### config.mk
export PLATFORM = sky130hd
export DESIGN_NAME = account_session_ctrl_flat
export DESIGN_NICKNAME = d
export VERILOG_FILES = /design/src/rtl/account_session_if.sv /design/src/rtl/account_session_ctrl.sv /design/src/flat_wrapper.sv
export SDC_FILE = /design/constraint.sdc
export NUM_CORES = 1
export LEC_CHECK = 0
export CORE_MARGIN = 5
export CORE_UTILIZATION = 56
export CTS_CLUSTER_DIAMETER = 150
export DETAILED_ROUTE_END_ITERATION = 7
export PLACE_DENSITY = 0.77
export RECOVER_POWER = 50
export SLEW_MARGIN = 20
export SYNTH_ARGS = -nofsm -noshare
export SYNTH_HDL_FRONTEND = slang
export SYNTH_SLANG_ARGS = --single-unit
### constraint.sdc
create_clock -name clk -period 2 [get_ports clk]
set_input_delay 0.3 -clock clk [delete_from_list [all_inputs] [get_ports clk]]
set_output_delay 0.3 -clock clk [all_outputs]
set_load 0.03 [all_outputs]
### src/rtl/account_session_if.sv
// Card-session bus between the card reader/keypad front end and account_session_ctrl.
// The front end drives the master side; the controller uses the slave side.
interface account_session_if #(
  parameter int CARD_WIDTH     = 6,
  parameter int PASSWORD_WIDTH = 16,
  parameter int BALANCE_WIDTH  = 20,
  parameter int TRY_W          = 2
);
  logic [CARD_WIDTH-1:0]     card_number;
  logic                      card_in;
  logic                      card_out;
  logic                      psw_valid;
  logic [PASSWORD_WIDTH-1:0] password_input;
  logic                      op_done;
  logic [BALANCE_WIDTH-1:0]  updated_balance;
  logic                      unlock_en;
  logic [CARD_WIDTH-1:0]     unlock_card;
  logic [BALANCE_WIDTH-1:0]  balance;
  logic                      authenticated;
  logic                      wrong_psw;
  logic                      card_locked;
  logic                      invalid_card;
  logic [TRY_W-1:0]          tries_left;

  modport master (
    output card_number, card_in, card_out, psw_valid, password_input,
           op_done, updated_balance, unlock_en, unlock_card,
    input  balance, authenticated, wrong_psw, card_locked, invalid_card, tries_left
  );

  modport slave (
    input  card_number, card_in, card_out, psw_valid, password_input,
           op_done, updated_balance, unlock_en, unlock_card,
    output balance, authenticated, wrong_psw, card_locked, invalid_card, tries_left
  );
endinterface

### src/rtl/account_session_ctrl.sv
// Per-user password/balance store running one card session at a time, with
// bounded password attempts, permanent lockout and balance write-back.
module account_session_ctrl #(
  parameter int    CARD_WIDTH     = 6,
  parameter int    PASSWORD_WIDTH = 16,
  parameter int    BALANCE_WIDTH  = 20,
  parameter int    USERS_NUM      = 10,
  parameter int    MAX_TRIES      = 3,
  parameter string PSW_FILE       = "password_memory.txt",
  parameter string BAL_FILE       = "balance_memory.txt",
  parameter int    TRY_W          = $clog2(MAX_TRIES + 1),
  // Reset contents of the password and balance memories
  parameter logic [PASSWORD_WIDTH-1:0] PSW_INIT [USERS_NUM] = '{default: '0},
  parameter logic [BALANCE_WIDTH-1:0]  BAL_INIT [USERS_NUM] = '{default: '0}
) (
  input logic         clk,
  input logic         rst,
  account_session_if.slave bus
);
  localparam int IDX_W = (USERS_NUM > 1) ? $clog2(USERS_NUM) : 1;
  localparam logic [CARD_WIDTH-1:0] USERS_LIM = CARD_WIDTH'(USERS_NUM);

  typedef enum logic [1:0] {IDLE, WAIT_PSW, AUTH, LOCKED} state_t;

  state_t                    state, state_n;
  logic [IDX_W-1:0]          idx, idx_n;
  logic [TRY_W-1:0]          tries, tries_n;
  logic [BALANCE_WIDTH-1:0]  bal_q, bal_n;
  logic                      wrong_q, wrong_n;
  logic                      inv_q, inv_n;
  logic                      lock_set, bal_we, unlock_hit;
  logic [USERS_NUM-1:0]      lock_flag;
  logic [PASSWORD_WIDTH-1:0] password_mem [USERS_NUM];
  logic [BALANCE_WIDTH-1:0]  balance_mem  [USERS_NUM];

  always_ff @(posedge clk)
    if (!rst) password_mem <= PSW_INIT;

  // Reset has priority, so an op_done in a reset cycle is dropped
  always_ff @(posedge clk)
    if (!rst) balance_mem <= BAL_INIT;
    else if (bal_we) balance_mem[idx] <= bus.updated_balance;

  assign unlock_hit = bus.unlock_en && (bus.unlock_card < USERS_LIM);

  always_comb begin
    state_n  = state;
    idx_n    = idx;
    tries_n  = tries;
    bal_n    = bal_q;
    wrong_n  = 1'b0;
    inv_n    = 1'b0;
    lock_set = 1'b0;
    bal_we   = 1'b0;
    case (state)
      IDLE: begin
        if (bus.card_in) begin
          if (bus.card_number >= USERS_LIM) begin
            inv_n = 1'b1;
          end else if (lock_flag[bus.card_number[IDX_W-1:0]]) begin
            state_n = LOCKED;
          end else begin
            idx_n   = bus.card_number[IDX_W-1:0];
            tries_n = TRY_W'(MAX_TRIES);
            state_n = WAIT_PSW;
          end
        end
      end
      WAIT_PSW: begin
        if (bus.card_out) begin
          state_n = IDLE;
          bal_n   = '0;
          tries_n = '0;
        end else if (bus.psw_valid) begin
          if (bus.password_input == password_mem[idx]) begin
            state_n = AUTH;
            bal_n   = balance_mem[idx];
          end else begin
            wrong_n = 1'b1;
            tries_n = tries - TRY_W'(1);
            if (tries == TRY_W'(1)) begin
              lock_set = 1'b1;
              state_n  = LOCKED;
            end
          end
        end
      end
      AUTH: begin
        if (bus.op_done) begin
          bal_we = 1'b1;
          bal_n  = bus.updated_balance;
        end
        if (bus.card_out) begin
          state_n = IDLE;
          bal_n   = '0;
          tries_n = '0;
        end
      end
      LOCKED: begin
        if (bus.card_out) begin
          state_n = IDLE;
          bal_n   = '0;
          tries_n = '0;
        end
      end
      default: state_n = IDLE;
    endcase
  end

  always_ff @(posedge clk) begin
    if (!rst) begin
      state     <= IDLE;
      idx       <= '0;
      tries     <= '0;
      bal_q     <= '0;
      wrong_q   <= 1'b0;
      inv_q     <= 1'b0;
      lock_flag <= '0;
    end else begin
      state   <= state_n;
      idx     <= idx_n;
      tries   <= tries_n;
      bal_q   <= bal_n;
      wrong_q <= wrong_n;
      inv_q   <= inv_n;
      if (lock_set)   lock_flag[idx] <= 1'b1;
      if (unlock_hit) lock_flag[bus.unlock_card[IDX_W-1:0]] <= 1'b0;
    end
  end

  assign bus.balance       = bal_q;
  assign bus.authenticated = (state == AUTH);
  assign bus.card_locked   = (state == LOCKED);
  assign bus.wrong_psw     = wrong_q;
  assign bus.invalid_card  = inv_q;
  assign bus.tries_left    = tries;
endmodule

### src/flat_wrapper.sv
// flat-port wrapper written by rule: the top's interface ports become plain ports
module account_session_ctrl_flat 
#(
  parameter int    CARD_WIDTH     = 6,
  parameter int    PASSWORD_WIDTH = 16,
  parameter int    BALANCE_WIDTH  = 20,
  parameter int    USERS_NUM      = 10,
  parameter int    MAX_TRIES      = 3,
  parameter string PSW_FILE       = "                   ",
  parameter string BAL_FILE       = "                  ",
  parameter int    TRY_W          = $clog2(MAX_TRIES + 1),
                                                        
  parameter logic [PASSWORD_WIDTH-1:0] PSW_INIT [USERS_NUM] = '{default: '0},
  parameter logic [BALANCE_WIDTH-1:0]  BAL_INIT [USERS_NUM] = '{default: '0}
)
  (clk, rst, bus_card_number, bus_card_in, bus_card_out, bus_psw_valid, bus_password_input, bus_op_done, bus_updated_balance, bus_unlock_en, bus_unlock_card, bus_balance, bus_authenticated, bus_wrong_psw, bus_card_locked, bus_invalid_card, bus_tries_left);
  account_session_if #(.CARD_WIDTH(CARD_WIDTH), .PASSWORD_WIDTH(PASSWORD_WIDTH), .BALANCE_WIDTH(BALANCE_WIDTH), .TRY_W(TRY_W)) bus_i ();
  input logic clk;
  input logic rst;
  input wire logic [$bits(bus_i.card_number)-1:0] bus_card_number;
  input wire logic [$bits(bus_i.card_in)-1:0] bus_card_in;
  input wire logic [$bits(bus_i.card_out)-1:0] bus_card_out;
  input wire logic [$bits(bus_i.psw_valid)-1:0] bus_psw_valid;
  input wire logic [$bits(bus_i.password_input)-1:0] bus_password_input;
  input wire logic [$bits(bus_i.op_done)-1:0] bus_op_done;
  input wire logic [$bits(bus_i.updated_balance)-1:0] bus_updated_balance;
  input wire logic [$bits(bus_i.unlock_en)-1:0] bus_unlock_en;
  input wire logic [$bits(bus_i.unlock_card)-1:0] bus_unlock_card;
  output wire logic [$bits(bus_i.balance)-1:0] bus_balance;
  output wire logic [$bits(bus_i.authenticated)-1:0] bus_authenticated;
  output wire logic [$bits(bus_i.wrong_psw)-1:0] bus_wrong_psw;
  output wire logic [$bits(bus_i.card_locked)-1:0] bus_card_locked;
  output wire logic [$bits(bus_i.invalid_card)-1:0] bus_invalid_card;
  output wire logic [$bits(bus_i.tries_left)-1:0] bus_tries_left;
  assign bus_i.card_number = bus_card_number;
  assign bus_i.card_in = bus_card_in;
  assign bus_i.card_out = bus_card_out;
  assign bus_i.psw_valid = bus_psw_valid;
  assign bus_i.password_input = bus_password_input;
  assign bus_i.op_done = bus_op_done;
  assign bus_i.updated_balance = bus_updated_balance;
  assign bus_i.unlock_en = bus_unlock_en;
  assign bus_i.unlock_card = bus_unlock_card;
  assign bus_balance = bus_i.balance;
  assign bus_authenticated = bus_i.authenticated;
  assign bus_wrong_psw = bus_i.wrong_psw;
  assign bus_card_locked = bus_i.card_locked;
  assign bus_invalid_card = bus_i.invalid_card;
  assign bus_tries_left = bus_i.tries_left;
  account_session_ctrl #(.CARD_WIDTH(CARD_WIDTH), .PASSWORD_WIDTH(PASSWORD_WIDTH), .BALANCE_WIDTH(BALANCE_WIDTH), .USERS_NUM(USERS_NUM), .MAX_TRIES(MAX_TRIES), .PSW_FILE(PSW_FILE), .BAL_FILE(BAL_FILE), .TRY_W(TRY_W), .PSW_INIT(PSW_INIT), .BAL_INIT(BAL_INIT)) u_core (.clk(clk), .rst(rst), .bus(bus_i));
endmodule
==> results.yml <==
status:
  status: "completed"
cells_and_area:
  drive_above_1_share: 0.1688
  area.growth.synth_to_final_pct: 24.22
  stdcell_count: 1688
  layout.nets: 1467
  post-route-util: 0.7116
  diodes: 0
  nFillCells: 1415
  design_area_sq_um: 13400
sta:
  hold-worst-slack_ps: 348.4
  min_period_ps: 1991
  slew_violations: 0
  fin_crit_sh: 0.9957
  grt_setup_unrepaired: "no"
  hold_violations: 0
  fin_skew_ps: 8.995
  final-setup-viol-count: 0
  tightest_slew_ps: 511.2
  relSlewSlack: 0.6581
  fmax_mhz: 502.2
pwr:
  power_mw: 12.65
  p_switching_mw: 3.772
  power_frac_comb: 0.229
  p_leak_nw: 4.705
  internal_power_mw: 8.882
  p_seq_frac: 0.417
  switching_share: 0.2981
  p_clk_frac: 0.354
  power_density_nw_per_um2: 944.3
  ir_drop_v: 0.0007758
setup_path:
  slowest_delay_ps: 460
  cp_common_cell: "buf_4"
  endpoint_kind: "register"
  worstSetupStartpointType: "register"
  worst-setup-path-type: "register to register"
  crit_chain: "buf_12 > buf_4 > mux2_2 > o22ai_1 > nor3_1 > buf_4 > a211oi_1 > a21oi_1"
  required_ps: 2400
  worstPathArrival_ps: 2390
  cp_slowest_cell: "dfxtp_4"
  worstPathMaxFanout: 21
clocking:
  cts.clk_slew.worst_paths_ps: 60
  clk_latency_ps: 530
  cts_tree: "yes"
  cts_buffers: 25
  cts-root-buf: "clkbuf_16"
  htree_levels: 1
  clockBufferDepth: 3
  hold_buffers: 0
  cts_sinks: 240
die:
  core_area_sq_um: 18830
  die_w_microns: 148.8
  initial_core_util: 0.5729
  placementRows: 50
  die_area_sq_um: 22140
  fp.dieH_microns: 148.8
  num_io_pins: 81
yosys:
  netlist.area_leader.share: 0.4454
  syn_area_sq_um: 10790
  yosysMostFrequentCell: "nand2_1"
  synth.avg_cell_area_sq_um: 8.267
  synth.area.top_cells: "dfxtp_1 (45%), nand2_1 (10%), mux2i_1 (8.0%), a21oi_1 (7.5%), mux2_2 (5.7%)"
  yosysTopAreaCell: "dfxtp_1"
  async_flop_share: 0
  ys.flop_type: "dfxtp_1"
  syn_inst: 1305
  yosysWarnings: 0
  synth_nets: 1361
  netlist-cell-type-count: 48
  netlist_top_cells_count: "nand2_1 (301), dfxtp_1 (240), a21oi_1 (162)"
  synth_edf_count: 0
  synth_seq_cells: 240
  ys_seq_area_frac: 0.4454
routing:
  vias_per_cell: 5.764
  drt_iter0_drc: 723
  wl_per_cell_microns: 18.34
  dr.pass1.iters: 5
  totalWireLength_mm: 30.96
  drc_errors: 0
  drtAntennaViolNets: 0
  vias: 9729
grt:
  grt_use_met1: 0.3544
  first_global_vias: 9461
  grt.busiest_layer: "met2"
  overflow: 0
  use_met2: 0.4590
  met3_usage: 0.03768
  grt_pass1_wl_mm: 49.07
  grt_max_degree: 62
  antenna_found_initial: 0
  track_usage: 0.2713
placement:
  dpl.cell_count: 1642
  gp_congestion: 0.9387
  dpl-instance-area_sq_um: 12630
  portBuffers: 80
  dp_hpwl_mm: 20.69
worst_hold_path:
  hold_class: "input port to register"
flow_run:
  maxCapViolCount: 0
path summary, 6_finish.rpt:
kind / start / endpoint / slack, ps / depth (start not counted)
worst max register to register: u_core.idx[1] / u_core.bus.balance[11] / 9 / 8
worst min register to register: u_core.balance_mem[196] / u_core.balance_mem[196] / 450 / 2
worst max-delay path: u_core.idx[1] / u_core.bus.balance[11] / 9 / 8
worst min-delay path: bus_card_in / u_core.bus.invalid_card / 350 / 3
per-stage QoR:
| step | setup slack [ps] | TNS, ps |
|---|---|---|
| after floorplan | 323.7 | 0 |
| after global placement | -145.0 | -4494 |
| after detailed placement | -200.1 | -5188 |
| after CTS | 4.960 | 0 |
| after global routing | 1.887 | 0 |
| final | 8.618 | 0 |
sequential cells by signal (all words and copies together), names as in the netlist:
register / flops
u_core.bus.balance: 20
u_core.balance_mem: 200
u_core.bus.invalid_card: 1
u_core.bus.wrong_psw: 1
u_core.bus.tries_left: 2
u_core.lock_flag: 10
u_core.idx: 4
u_core.state: 2
final cells by class:
| cell class | count | area (sq um) | area share |
|---|---|---|---|
| clock inverters | 11 | 86.33 | 0.006443 |
| repair buffers | 198 | 1957 | 0.1460 |
| inverters | 6 | 27.53 | 0.002054 |
| well taps | 260 | 325.3 | 0.02428 |
| flip-flops and latches | 240 | 4810 | 0.3589 |
| multi-input cells | 940 | 5489 | 0.4096 |
| clock buffers | 33 | 705.7 | 0.05266 |
kinds of logic after synthesis:
group	share of synthesized area
simple gates	0.1971
compound gates	0.1616
flops	0.4454
mux	0.1456
buf+inv	0.04929
fa+ha+maj	0.001160
layer usage:
layer	up-vias	wire, microns
li1	4672	-
met1	4624	12760
met2	360	15270
met3	73	1935
met4	0	994
met5	-	0
cell usage in the layout (no fill, tap or decap), drive strengths merged, types with 2 or more instances in the layout:
cell             n
nand2          301
dfxtp          240
a21oi          163
buf            112
nor2           109
mux2i           86
clkdlybuf4s50   72
mux2            61
o21ai           46
a211oi          42
clkbuf          40
nor2b           26
nor3            22
o22ai           20
nand2b           9
o221a            9
clkinv           8
inv              7
dlygate4sd3      6
and2             5
nand3            5
or2              5
nor4             4
nand4            4
o21a             3
o21bai           2
o311a            2
and3             2
nor4b            2
power groups by stage:
stage	Clock (mW)	Combinational (mW)	Sequential, mW
3_3_place_gp	0	2.86	5.36
3_5_place_dp	0	2.91	5.36
6_report	4.48	2.90	5.28
5_1_grt	4.77	3.09	5.31
4_1_cts	4.53	2.93	5.27
2_1_floorplan	0	1.24	5.73
worst max-delay path: cells and delay by family, from the launching register on:
kind / cells / cell delay (ps)
compound gates: 3 / 480
buf+inv: 3 / 500
flops: 1 / 460
mux: 1 / 360
simple gates: 1 / 70
what timing repair did:
| action | CTS | global route |
|---|---|---|
| setup buffers | 0 | 2 |
| endpoints found under the setup margin | 4 | 9 |
| gates cloned | 0 | 0 |
| pin swaps | 0 | 0 |
| resized for setup | 4 | 8 |
(Power assumes the default switching activity.)
